--- src/rtl/seqdet_pkg.sv ---
// Shared types and defaults for the run-length sequence detector slice.
// Provides the controller state encoding and default word / run lengths,
// plus a helper for sizing counters that must hold values 0..n inclusive.
package seqdet_pkg;

  localparam int DEF_DATA_W  = 8;
  localparam int DEF_RUN_LEN = 4;

  typedef enum logic [1:0] {
    IDLE  = 2'd0,
    SHIFT = 2'd1,
    DRAIN = 2'd2,
    DONE  = 2'd3
  } state_t;

  // Bits needed to represent every value from 0 to n inclusive.
  function automatic int cnt_width(input int n);
    return (n < 1) ? 1 : $clog2(n + 1);
  endfunction

endpackage

--- src/rtl/run_detector.sv ---
// Moore run-length detector: z is high while the last RUN_LEN fed bits were identical.
// Ports: clk, rst (async, active-low), en (feed bit_in this edge), bit_in,
//        clr (drop run history, wins over en), z (registered, one cycle after the feed).
module run_detector
  import seqdet_pkg::*;
#(
  parameter int RUN_LEN = DEF_RUN_LEN
) (
  input  logic clk,
  input  logic rst,
  input  logic en,
  input  logic bit_in,
  input  logic clr,
  output logic z
);

  localparam int                LEN_W   = cnt_width(RUN_LEN);
  localparam logic [LEN_W-1:0]  LEN_MAX = LEN_W'(RUN_LEN);
  localparam logic [LEN_W-1:0]  LEN_ONE = LEN_W'(1);

  logic [LEN_W-1:0] run_len;
  logic             last_bit;

  // run_len==0 means "no history": the next fed bit always starts a run of 1,
  // whatever last_bit holds, so clr does not need to touch last_bit.
  always_ff @(posedge clk or negedge rst) begin
    if (!rst) begin
      run_len  <= '0;
      last_bit <= 1'b0;
    end else if (clr) begin
      run_len  <= '0;
    end else if (en) begin
      last_bit <= bit_in;
      if ((run_len != '0) && (bit_in == last_bit)) begin
        // Saturate so long runs keep z asserted without wrapping.
        if (run_len != LEN_MAX) begin
          run_len <= run_len + LEN_ONE;
        end
      end else begin
        run_len <= LEN_ONE;
      end
    end
  end

  assign z = (run_len == LEN_MAX);

endmodule

--- src/rtl/run_detect_ctrl.sv ---
// Bit-serial scheduler: accepts a word, feeds it LSB-first into run_detector
// one bit per clock, counts detector hits and returns the count.
// Ports: clk, rst (async, active-low); in_valid/in_ready/in_data/in_clr word side;
//        out_valid/out_ready/out_hits/out_last_z result side; busy = not IDLE.
module run_detect_ctrl
  import seqdet_pkg::*;
#(
  parameter int DATA_W  = DEF_DATA_W,
  parameter int RUN_LEN = DEF_RUN_LEN,
  parameter int CNT_W   = $clog2(DATA_W + 1)
) (
  input  logic              clk,
  input  logic              rst,
  input  logic              in_valid,
  output logic              in_ready,
  input  logic [DATA_W-1:0] in_data,
  input  logic              in_clr,
  output logic              out_valid,
  input  logic              out_ready,
  output logic [CNT_W-1:0]  out_hits,
  output logic              out_last_z,
  output logic              busy
);

  localparam logic [CNT_W-1:0] LAST_IDX = CNT_W'(DATA_W - 1);
  localparam logic [CNT_W-1:0] CNT_ONE  = CNT_W'(1);

  state_t            state;
  state_t            state_nxt;
  logic [DATA_W-1:0] shreg;
  logic [CNT_W-1:0]  bit_cnt;
  logic [CNT_W-1:0]  hits;
  logic              accept;
  logic              en;
  logic              en_d;
  logic              det_clr;
  logic              z;
  logic              last_z;

  // ------------------------------------------------------------------
  // FSM
  // ------------------------------------------------------------------
  always_ff @(posedge clk or negedge rst) begin
    if (!rst) begin
      state <= IDLE;
    end else begin
      state <= state_nxt;
    end
  end

  always_comb begin
    state_nxt = state;
    in_ready  = 1'b0;
    accept    = 1'b0;
    det_clr   = 1'b0;
    en        = 1'b0;
    case (state)
      IDLE: begin
        in_ready = 1'b1;
        if (in_valid) begin
          accept    = 1'b1;
          // History is cleared on the accept edge so the first fed bit
          // already starts a fresh run.
          det_clr   = in_clr;
          state_nxt = SHIFT;
        end
      end
      SHIFT: begin
        en = 1'b1;
        if (bit_cnt == LAST_IDX) begin
          state_nxt = DRAIN;
        end
      end
      // z for the last bit only becomes visible here; give the hit counter
      // one cycle to see it before presenting the result.
      DRAIN: begin
        state_nxt = DONE;
      end
      DONE: begin
        if (out_ready) begin
          state_nxt = IDLE;
        end
      end
      default: begin
        state_nxt = IDLE;
      end
    endcase
  end

  // ------------------------------------------------------------------
  // Datapath
  // ------------------------------------------------------------------
  always_ff @(posedge clk or negedge rst) begin
    if (!rst) begin
      shreg   <= '0;
      bit_cnt <= '0;
    end else if (accept) begin
      shreg   <= in_data;
      bit_cnt <= '0;
    end else if (en) begin
      shreg   <= shreg >> 1;
      bit_cnt <= bit_cnt + CNT_ONE;
    end
  end

  // z is Moore, so a hit for the bit fed at edge k is counted at edge k+1;
  // en_d lines that up and lets the DRAIN cycle pick up the last bit.
  always_ff @(posedge clk or negedge rst) begin
    if (!rst) begin
      en_d <= 1'b0;
      hits <= '0;
    end else begin
      en_d <= en;
      if (accept) begin
        hits <= '0;
      end else if (en_d && z) begin
        hits <= hits + CNT_ONE;
      end
    end
  end

  // Snapshot z after the last bit so a later in_clr on the next accept
  // cannot disturb the value still on offer.
  always_ff @(posedge clk or negedge rst) begin
    if (!rst) begin
      last_z <= 1'b0;
    end else if (state == DRAIN) begin
      last_z <= z;
    end
  end

  run_detector #(
    .RUN_LEN (RUN_LEN)
  ) u_det (
    .clk    (clk),
    .rst    (rst),
    .en     (en),
    .bit_in (shreg[0]),
    .clr    (det_clr),
    .z      (z)
  );

  assign out_valid  = (state == DONE);
  assign busy       = (state != IDLE);
  assign out_hits   = hits;
  assign out_last_z = last_z;

endmodule

--- config.mk ---
export PLATFORM = sky130hd
export DESIGN_NAME = run_detect_ctrl
export DESIGN_NICKNAME = d
export VERILOG_FILES = /design/src/rtl/seqdet_pkg.sv /design/src/rtl/run_detector.sv /design/src/rtl/run_detect_ctrl.sv
export SDC_FILE = /design/constraint.sdc
export NUM_CORES = 1
export LEC_CHECK = 0
export ABC_AREA = 1
export BUFFER_PORTS_ARGS = -buffer_cell sky130_fd_sc_hd__buf_4
export CAP_MARGIN = 20
export CORE_MARGIN = 5
export CORE_UTILIZATION = 52
export CTS_CLUSTER_DIAMETER = 60
export DETAILED_ROUTE_END_ITERATION = 12
export PLACE_DENSITY = 0.74
export SETUP_SLACK_MARGIN = 0.2
export SLEW_MARGIN = 20
export SYNTH_ARGS = -nofsm -noshare
export SYNTH_HDL_FRONTEND = slang
export SYNTH_HIERARCHICAL = 1
export SYNTH_SLANG_ARGS = --single-unit
--- constraint.sdc ---
create_clock -name clk -period 4.4 [get_ports clk]
set_input_delay 0.66 -clock clk [delete_from_list [all_inputs] [get_ports clk]]
set_output_delay 0.66 -clock clk [all_outputs]
set_load 0.02 [all_outputs]
=== Word level (Yosys, flattened, before mapping) ===
Index checks and enable logic that the tools add are counted.

* Logic and storage cells: 54
* Input port bits: 13
* Register bits after elaboration: 24
* Output and inout port bits: 8

* Reductions and logical operators: 11
* Equality and inequality tests: 11
* Multiplexer cells: 20
* Bitwise gates (word level): 1
* Add/sub/neg operators: 3

{| class="wikitable"
|+ Operators by type and width
! operator !! number
|-
| 2-to-1 mux 4 bit || 4
|-
| 2-to-1 mux 8 bit || 2
|-
| 2-to-1 mux 3 bit || 4
|-
| adder 4 x 1 -> 4 bit, second input constant || 2
|-
| case mux 2 bit (4 select lines) || 1
|-
| nonzero test 2 bit || 4
|-
| 2-to-1 mux 1 bit || 6
|-
| 2-to-1 mux 2 bit || 3
|-
| != test 3 bit, second input constant || 2
|-
| == test 2 bit, second input constant || 2
|-
| == test 4 x 3 -> 1 bit, second input constant || 1
|-
| != test 2 bit, second input constant || 2
|-
| AND reduction 2 bit || 2
|-
| adder 3 x 1 -> 3 bit, second input constant || 1
|-
| == test 3 bit, second input constant || 1
|-
| AND reduction 3 bit || 1
|-
| nonzero test 3 bit || 1
|-
| == test 2 x 1 -> 1 bit, second input constant || 1
|-
| logical AND 1 bit || 2
|-
| logical NOT 2 bit || 1
|-
| != test 2 x 1 -> 1 bit, second input constant || 1
|-
| == test 1 bit || 1
|-
| NOT 1 bit || 1
|}

=== Logic depth before layout (Yosys ltp) ===
Gate-level depths: netlist of the first run.

* Depth in word-level cells: 5
* Mapped depth: 9
* Depth with buffers taken out: 9

=== By module ===
Netlist of the first run, hierarchy kept.

{| class="wikitable"
|+ By module, submodules not included
! module !! cells an instance !! area an instance (um^2) !! instances !! seq. area each (um^2)
|-
| run_detect_ctrl || 122 || 1028.5 || 1 || 500.5
|-
| run_detector || 37 || 272.8 || 1 || 100.1
|}

=== Least setup slack after synthesis of the first run ===
Ideal clock, no wire load.

* Path type: register to output
* From: register state[0]
* To: output port busy
* Path buffers: 0
* Stages on the path, launching flop included: 4
* Arrival: 983 ps
* Setup slack: 2757 ps
* Required time: 3740 ps
* Cells stage by stage: dfrtp_1 > inv_1 > ha_1 > inv_1

* Word-level cells in the longest chain between the ends: 1

{| class="wikitable"
|+ Ends and longest elaborated chain
! element !! RTL line !! text
|-
| start: declaration || run_detect_ctrl.sv:28 || <nowiki>state_t state;</nowiki>
|-
| start signal: assignment || run_detect_ctrl.sv:47 || <nowiki>state <= state_nxt;</nowiki>
|-
| nonzero test 2 bit || run_detect_ctrl.sv:144 || <nowiki>assign busy = (state != IDLE);</nowiki>
|-
| end: declaration || run_detect_ctrl.sv:22 || <nowiki>output logic busy</nowiki>
|}

Every way passes these cells.

=== Worst setup path after layout of the first run ===
Same ends and word-level chain as after synthesis.

==> out/qor.yml, run 1 <==
crit_type: "reg -> out"
startpoint_type: "register"
endpoint_kind: "primary output"
gp_congestion: 0.8497
die_w_um: 60.03
avgSynthCellArea_sq_um: 8.184
diodes: 0
grt_max_degree: 25
place_area_sq_um: 1455
cp_slowest_cell: "dfrtp_1"
via_count: 1081
required_ns: 3.74
final_cell_mix: "nand2_1, dfrtp_1, inv_1, buf_4, nand3_1"
synth-seq-cells: 24
crit_fanout: 4
tightest_slew_ns: 0.5863
drv_slew: 0
hold_class: "in -> async"
tns_ns: 0
post-route-util_pct: 61.99
cts_sinks: 24
layout_commonest_cell: "nand2_1"
rows: 18
final_hold_viol_count: 0
drtIter0Drc: 26
yosysWarnings: 6
fin_worst_skew_ns: 0.004900
clock.fmax_mhz: 510.3
rsz0062_at_grt: "no"
slowest_delay_ns: 0.44
syn_nets: 181
die_y_um: 60.03
p_leak_nw: 0.7958
syn_area_sq_um: 1301
slew_headroom_pct: 60.92
synthCells: 159
clk_pin_slew_ns: 0.14
gr-usage-all-layers_pct: 15.88
cts_buffer_depth: 2
drt-total-wl_mm: 2.503
finalCriticalPeriod_ns: 1.960
antenna_found_initial: 0
ant_nets: 0
grt_pass1_wl_mm: 4.422
clk_latency_ns: 0.31
drv_cap: 0
drtPass1Iterations: 5
cts_max_level: 1
multi_input_area_sq_um: 580.6
regArea_sq_um: 600.6
yosysSeqAreaShare_pct: 46.15
avgViaCountPerCell: 5.148
ys_types: 21
dieArea_sq_um: 3603
cts_setup_buffers: 0
cts_buffers: 3
grt_overflow: 0
cts-resized-gates: 0
ir_drop_v: 0.0003544
hold_slack_ns: 0.2140
dp_hpwl_mm: 1.867
power_density_nw_per_um2: 632.4
setup_violations: 0
root_buffer: "clkbuf_4"
drc: 0
core_area_sq_um: 2432
path_buf_inv: 3
drive_above_1_share_pct: 20.00
status: "finished clean"
final_nets: 203
grt_pass1_vias: 1138
cp_cell_sequence: "inv_1 > ha_1 > inv_1 > buf_4"
io_pins: 21
cts_hold_buf: 0
fillers: 216
cts_tree: "built"
initial_core_util_pct: 53.50
critical_path_arrival_ns: 1.30
port_buffers: 20
cp_top_family: "flip-flops"
syn_to_final_growth_pct: 15.87
finalPower_mw: 0.9534
wire_per_inst_um: 11.92
path_common_cell: "inv_1"
finalInstanceArea_sq_um: 1508
period_share_pct: 44.53
-- per-stage QoR --
| stage | std cells | setup WS (ns) |
|---|---|---|
| 3_5_place_dp | 206 | 2.721 |
| 3_3_place_gp | 206 | 2.799 |
| 4_1_cts | 210 | 2.428 |
| 6_report | 210 | 2.440 |
| 5_1_grt | 210 | 2.351 |
| 2_1_floorplan | 159 | 2.757 |
-- final cells by class --
cell class	instances	share of cell area [%]
Timing Repair Buffer	20	9.958
Multi-Input combinational cell	109	38.51
Tap cell	30	2.490
Sequential cell	24	39.83
Inverter	23	5.726
Clock inverter	1	1.992
Clock buffer	3	1.494
-- power by group --
group,leakage (nW),internal [mW],total (mW),switching (mW)
Combinational,0.461,0.163,0.423,0.260
Sequential,0.307,0.306,0.369,0.0628
Clock,0.0279,0.0920,0.162,0.0696
-- worst paths after layout --
path	slack [ns]	depth (start not counted)	endpoint	startpoint
worst min register to register	0.51	1	bit_cnt[2]$_DFFE_PN0P_	bit_cnt[2]$_DFFE_PN0P_
max in group asynchronous	3.94	1	bit_cnt[1]$_DFFE_PN0P_	rst
worst min-delay path	0.21	1	u_det/run_len[1]$_DFFE_PN0P_	rst
worst max-delay path	2.44	4	busy	state[0]$_DFFE_PN0P_
min in group clk	0.51	1	bit_cnt[2]$_DFFE_PN0P_	bit_cnt[2]$_DFFE_PN0P_
worst max register to register	2.69	7	u_det/run_len[0]$_DFFE_PN0P_	state[0]$_DFFE_PN0P_
-- cells by family after synthesis --
group,synth area share [%]
and+or+nand+nor,26.35
buffers and inverters,9.230
DFF,46.15
AOI/OAI and AO/OA,8.077
adders and majority gates,8.654
xor gates and xnor gates,0.6732
muxes,0.8653
-- sequential cells by signal, summed over array words and instances (netlist names) --
name,cells
state,2
out_last_z,1
en_d,1
u_det/run_len,3
shreg,8
bit_cnt,4
u_det/last_bit,1
out_hits,4
-- cell usage after synthesis (all sizes together) --
master | instances | area share [%]
a21oi | 14 | 5.4
buf | 3 | 2.6
dfrtp | 24 | 46
ha | 9 | 8.7
inv | 23 | 6.6
mux2 | 1 | 0.87
nand2 | 36 | 11
nand3 | 19 | 7.7
nand4 | 2 | 0.96
nor2 | 17 | 5.1
nor3 | 2 | 0.77
o21ai | 7 | 2.7
or2 | 1 | 0.48
xnor2 | 1 | 0.67
-- layer usage --
metal  share of wire [%]  up-vias  GRT usage [%]
met1                  43      507          18.13
met4                0.96        0          6.329
li1                    -      551              -
met2                  52       19          28.70
met5                   0        -              0
met3                 4.0        4          3.024
Power figures use the tool's default switching activity.
==> inputs of run 2 (changes only) <==
Settings changed: CORE_UTILIZATION 52 to 49, PLACE_DENSITY 0.74 to 0.73.
Clock period 4.4 ns to 1.8 ns, I/O delays scaled along.
==> run 2 against run 1 <==
Effect of this change:
- wire length is 0.28% higher
- highest routed layer unchanged
- die area up 5.1%
- critical path type unchanged
- utilization up 0.53 points
- combinational power increased to 2.6 times the previous value
- clock skew grew 0.014 ns
- flip-flop and latch count did not move
- largest power group unchanged
- critical endpoint unchanged
- cell area grew 3.7%
==> out/qor.yml, run 2 (synthesized netlist as in run 1, its figures left out) <==
avgViaCountPerCell: 5.126  # -0.43%
place_area_sq_um: 1473  # +1.2%
wire_per_inst_um: 11.67  # -2.1%
power_switching_mw: 0.9813  # +150%
p_leak_nw: 0.8174  # +2.7%
diodes: 0  # unchanged
gp_congestion: 0.8286  # -2.5%
final_hold_viol_count: 0  # unchanged
post-route-util_pct: 62.51  # +0.53 points
dp_hpwl_mm: 1.868  # about the same
finalInstanceArea_sq_um: 1563  # +3.7%
cts_buffer_depth: 2  # unchanged
combPwrFrac_pct: 46.3  # +1.9 points
drc: 0  # unchanged
drv_cap: 0  # unchanged
crit_fanout: 4  # unchanged
endpoint_kind: "primary output"
cts_buffers: 3  # unchanged
r2r_cells: 6  # -1
period_share_pct: 82.94
drv_slew: 0  # unchanged
fillers: 217  # +0.46%
pwr-share-clk_pct: 16.4  # -0.6 points
power_density_nw_per_um2: 1548  # +140%
gr-usage-all-layers_pct: 15.26  # -0.62 points
crit_type: "reg -> out"
slew_headroom_pct: 79.28  # +18 points
cp_top_family: "flip-flops"
drtPass1Iterations: 4  # -1
clock.fmax_mhz: 669.8
finalCriticalPeriod_ns: 1.493
final_nets: 208  # +2.5%
intPower_mw: 1.438  # +160%
tns_ns: 0  # unchanged
slowest_delay_ns: 0.42  # -0.02 ns
cts_sinks: 24  # unchanged
ant_nets: 0  # unchanged
required_ns: 1.53  # -2.21 ns
grt_overflow: 0  # unchanged
worstReg2RegEnd: "u_det/run_len[0]$_DFFE_PN0P_"
clk_pin_slew_ns: 0.15  # about the same
grt_max_degree: 25  # unchanged
crit_cells: 4  # unchanged
cp_cell_sequence: "inv_1 > ha_4 > inv_1 > buf_4"
rsz0062_at_grt: "no"
final_cell_mix: "nand2_1, dfrtp_1, buf_4"
syn_to_final_growth_pct: 20.10
setup_violations: 0  # unchanged
io_pins: 21  # unchanged
drtIter0Drc: 37  # +42%
p_seq_share_pct: 37.2  # -1.5 points
clk_latency_ns: 0.33  # +0.02 ns
die_y_um: 61.53  # +2.5%
tightest_slew_ns: 0.3107  # -0.2755 ns
status: "finished clean"
fin_worst_skew_ns: 0.01870  # +0.01380 ns
via_count: 1102  # +1.9%
endpoint: "busy"
antenna_found_initial: 0  # unchanged
initial_core_util_pct: 52.05  # -1.4 points
root_buffer: "clkbuf_4"
grt_pass1_wl_mm: 4.305  # -2.6%
swShare_pct: 40.55  # -0.58 points
core_area_sq_um: 2500  # +2.8%
finalPower_mw: 2.420  # +150%
grt_pass1_vias: 1020  # -10%
drive_above_1_share_pct: 23.24  # +3.2 points
largest_reg_flops: 8  # unchanged
ir_drop_v: 0.0009402  # +170%
hold_class: "in -> reg"
dieArea_sq_um: 3786  # +5.1%
drt-total-wl_mm: 2.510  # +0.28%
cts_max_level: 1  # unchanged
rows: 18  # unchanged
r2r_slack_ns: 0.38  # -2.31 ns
r2r-start: "state[1]$_DFFE_PN0P_"
layout_commonest_cell: "nand2_1"
cts_tree: "built"
cp_slowest_cell: "dfrtp_1"
port_buffers: 20  # unchanged
regMostFlops: "shreg"
startpoint_type: "register"
die_w_um: 61.53  # +2.5%
critical_path_arrival_ns: 1.22  # -0.08 ns
path_buf_inv: 3  # unchanged
path_common_cell: "inv_1"
crit_path_start: "state[1]$_DFFE_PN0P_"
[run 2: cell types whose count changed in the layout (fill, tap and decap cells not counted)]
cell / before / now
dlygate4sd3_1: 0 / 1
buf_4: 20 / 24
inv_2: 3 / 4
ha_2: 0 / 1
ha_1: 9 / 7
inv_1: 20 / 19
ha_4: 0 / 1
[run 2: worst register-to-register path, stage by stage, from the launching register on]
cell and delay, ns:
dfrtp_1 0.42, inv_1 0.14, ha_2 0.34, inv_1 0.07
nor2_1 0.15, nand2_1 0.09, o21ai_0 0.15
[run 2: worst min-delay path by stage]
stage / start / to / slack, ns / depth (start not counted)
2_1_floorplan: rst / bit_cnt[0]$_DFFE_PN0P_ / -0.03 / 0
3_3_place_gp: rst / u_det/run_len[1]$_DFFE_PN0P_ / 0.19 / 1
3_5_place_dp: rst / u_det/run_len[0]$_DFFE_PN0P_ / 0.19 / 1
4_1_cts: in_data[7] / shreg[7]$_DFFE_PN0P_ / 0.14 / 3
5_1_grt: in_data[4] / shreg[4]$_DFFE_PN0P_ / 0.15 / 3
6_report: in_data[4] / shreg[4]$_DFFE_PN0P_ / 0.15 / 3
[run 2: cell type report]
class	count	area [sq um]	area share (%)
inverters	23	86.33	5.524
multi-input cells	109	595.6	38.11
well taps	30	37.54	2.402
clock buffers	3	22.52	1.441
flip-flops and latches	24	600.6	38.43
repair buffers	25	190.2	12.17
clock inverters	1	30.03	1.922
[run 2: repair_timing]
action                                 in CTS  in global routing
setup buffers                               0                  2
endpoints found under the hold margin      24                  0
hold buffers                                1                  0
setup endpoints to repair                   0                  9
gates resized for setup                     0                  3
[run 2: power groups by stage]
stage | Clock [mW] | Combinational, mW | Sequential, mW
2_1_floorplan | 0 | 0.840 | 0.880
3_3_place_gp | 0 | 1.02 | 0.904
3_5_place_dp | 0 | 1.06 | 0.912
4_1_cts | 0.402 | 1.06 | 0.902
5_1_grt | 0.426 | 1.28 | 0.933
6_report | 0.398 | 1.12 | 0.901
[run 2: per-layer routing]
| metal | vias to the layer above | GRT usage (%) | wire length [um] |
|---|---|---|---|
| met5 | - | 0 | 0 |
| met4 | 0 | 7.273 | 31 |
| met3 | 4 | 1.887 | 94 |
| met2 | 30 | 24.36 | 1193 |
| met1 | 507 | 20.50 | 1189 |
| li1 | 561 | - | - |
[run 2: metrics by stage]
stage	cells	setup slack, ns	hold slack [ns]
after CTS	213	0.2179	0.1420
after global routing	215	0.2189	0.1509
after detailed placement	208	0.2890	0.1860
after global placement	208	0.3836	0.1858
after floorplan	159	0.2524	-0.02559
final	215	0.3071	0.1473
==> inputs of run 3 (changes only) <==
Settings changed: CORE_UTILIZATION 49 to 52, PLACE_DENSITY 0.73 to 0.74.
Clock period 1.8 ns to 1.5 ns, I/O delays scaled along.
==> run 3 against run 2 <==
Effect of this change:
- hold slack worse by 0.042 ns
- clock power is 19% higher
- sequential power is 25% higher
- first-iteration DRC count is 49% higher
- cell count is 5.6% higher
- via count is 9.6% higher
- critical path type unchanged
- largest power group unchanged
==> out/qor.yml, run 3 (synthesized netlist as in run 1, its figures left out) <==
status: "finished clean"
slowest_delay_ns: 0.45  # +0.03 ns
pwr-share-clk_pct: 12.3  # -4.1 points
core_area_sq_um: 2432  # -2.7%
diodes: 0  # unchanged
place_area_sq_um: 1500  # +1.9%
drtPass1Iterations: 4  # unchanged
endpoint_kind: "primary output"
fin_worst_skew_ns: 0.002343  # -0.01636 ns
path_common_cell: "inv_2"
p_seq_share_pct: 29.4  # -7.8 points
required_ns: 1.27  # -0.26 ns
gp_congestion: 0.8816  # +6.4%
clk_latency_ns: 0.31  # -0.02 ns
drc: 0  # unchanged
path_buf_inv: 3  # unchanged
rows: 18  # unchanged
critical_path_arrival_ns: 1.20  # -0.02 ns
drt-met1-wl_mm: 1.364  # +15%
die_w_um: 60.03  # -2.4%
intPower_mw: 2.201  # +53%
route.met2.wl_mm: 2.016  # +69%
combPwrFrac_pct: 58.3  # +12 points
via_count: 1208  # +9.6%
highest_layer: "met4"
cts_tree: "built"
finalPower_mw: 3.852  # +59%
grt_pass1_wl_mm: 4.533  # +5.3%
finalCriticalPeriod_ns: 1.425
avgViaCountPerCell: 5.322  # +3.8%
drtIter0Drc: 55  # +49%
rsz0062_at_grt: "yes"
final_hold_viol_count: 0  # unchanged
final_cells: 227  # +5.6%
tightest_slew_ns: 0.3102  # -0.0005630 ns
finalInstanceArea_sq_um: 1949  # +25%
swShare_pct: 42.85  # +2.3 points
drv_slew: 0  # unchanged
cts_buffers: 3  # unchanged
final_cell_mix: "buf_4, dfrtp_1, nand2_1"
root_buffer: "clkbuf_4"
power_switching_mw: 1.650  # +68%
dp.cells: 209  # +0.48%
cts_sinks: 24  # unchanged
drive_above_1_share_pct: 49.75  # +27 points
drt-total-wl_mm: 3.512  # +40%
cp_top_family: "flip-flops"
ant_nets: 0  # unchanged
regMostFlops: "shreg"
startpoint_type: "register"
post-route-util_pct: 80.14  # +18 points
drv_cap: 0  # unchanged
period_share_pct: 94.99
die_y_um: 60.03  # -2.4%
dieArea_sq_um: 3603  # -4.8%
gr-usage-all-layers_pct: 16.57  # +1.3 points
initial_core_util_pct: 53.50  # +1.4 points
port_buffers: 20  # unchanged
wire_per_inst_um: 15.47  # +33%
ir_drop_v: 0.001412  # +50%
clk_pin_slew_ns: 0.14  # about the same
final_nets: 220  # +5.8%
grt_pass1_vias: 1111  # +8.9%
largest_reg_flops: 8  # unchanged
p_leak_nw: 0.9488  # +16%
cts_buffer_depth: 2  # unchanged
dp_hpwl_mm: 1.964  # +5.1%
cp_cell_sequence: "inv_2 > ha_4 > inv_2 > buf_6"
hold_class: "in -> reg"
clock.fmax_mhz: 701.8
grt_overflow: 0  # unchanged
cts_max_level: 1  # unchanged
antenna_found_initial: 0  # unchanged
syn_to_final_growth_pct: 49.81
slew_headroom_pct: 79.32  # about the same
io_pins: 21  # unchanged
setup_violations: 0  # unchanged
wl_met3_um: 73  # -22%
crit_fanout: 4  # unchanged
fillers: 152  # -30%
tns_ns: 0  # unchanged
cp_slowest_cell: "dfrtp_1"
power_density_nw_per_um2: 1976  # +28%
layout_commonest_cell: "buf_4"
crit_type: "reg -> out"
grt_max_degree: 25  # unchanged
## run 3: changes by cell type in the layout (fill, tap and decap cells not counted), moves of 8 or more
cell | previous run | this run
a21oi_1 | 14 | 6
nand3_1 | 18 | 9
nand2_1 | 31 | 22
nand3_2 | 1 | 9
a21oi_2 | 0 | 8
## run 3: timing repair
item                                    4_1_cts  5_1_grt
cloned                                        0        1
endpoints found under the setup margin       23       25
gates resized for setup                       9       64
hold endpoints to repair                     24        0
pin swaps                                     2       18
buffers inserted                              4        8
hold buffers                                  1        0
## run 3: area by class of cell
| class | instances | area, sq um | area share, % |
|---|---|---|---|
| clock buffer | 3 | 22.52 | 1.155 |
| clock inverter | 1 | 30.03 | 1.540 |
| inverter | 23 | 106.4 | 5.456 |
| multi-input combinational | 109 | 809.5 | 41.53 |
| sequential | 24 | 600.6 | 30.81 |
| tap | 30 | 37.54 | 1.926 |
| timing repair buffer | 36 | 331.6 | 17.01 |
| timing repair inverter | 1 | 11.26 | 0.5777 |
## run 3: stage by stage
stage	worst slack [ns]	hold slack, ns
global placement	0.1590	0.1407
detailed placement	0.08554	0.1421
floorplan	0.1063	-0.07059
CTS	0.07450	0.1113
finish	0.07517	0.1049
global route	0.02154	0.09478
## run 3: worst min-delay path, stage by stage
cell	delay [ns]
buf_4	0.09
nand2_4	0.04
nand2_2	0.04
## run 3: final timing paths
kind | from | end | slack [ns] | cells after the start
setup / recovery | state[1]$_DFFE_PN0P_ | busy | 0.08 | 4
hold / removal | in_data[7] | shreg[7]$_DFFE_PN0P_ | 0.10 | 3
setup reg to reg | state[0]$_DFFE_PN0P_ | shreg[5]$_DFFE_PN0P_ | 0.09 | 8
hold reg to reg | bit_cnt[2]$_DFFE_PN0P_ | bit_cnt[2]$_DFFE_PN0P_ | 0.53 | 1
max in group asynchronous | rst | out_hits[3]$_DFFE_PN0P_ | 0.94 | 2
min in group asynchronous | rst | u_det/run_len[2]$_DFFE_PN0P_ | 0.33 | 2
## run 3: routing by layer
metal  vias up  global-route usage (%)
met2        18                   30.71
met1       597                   19.13
met3         8                   2.160
met5         -                       0
li1        585                       -
met4         0                   6.013
## run 3: power by group through the flow
stage          Sequential (mW)  Combinational, mW  Clock [mW]
2_1_floorplan             1.06               1.06           0
3_3_place_gp              1.08               1.30           0
3_5_place_dp              1.10               1.36           0
4_1_cts                   1.09               1.49       0.482
5_1_grt                   1.16               2.44       0.506
6_report                  1.13               2.25       0.472
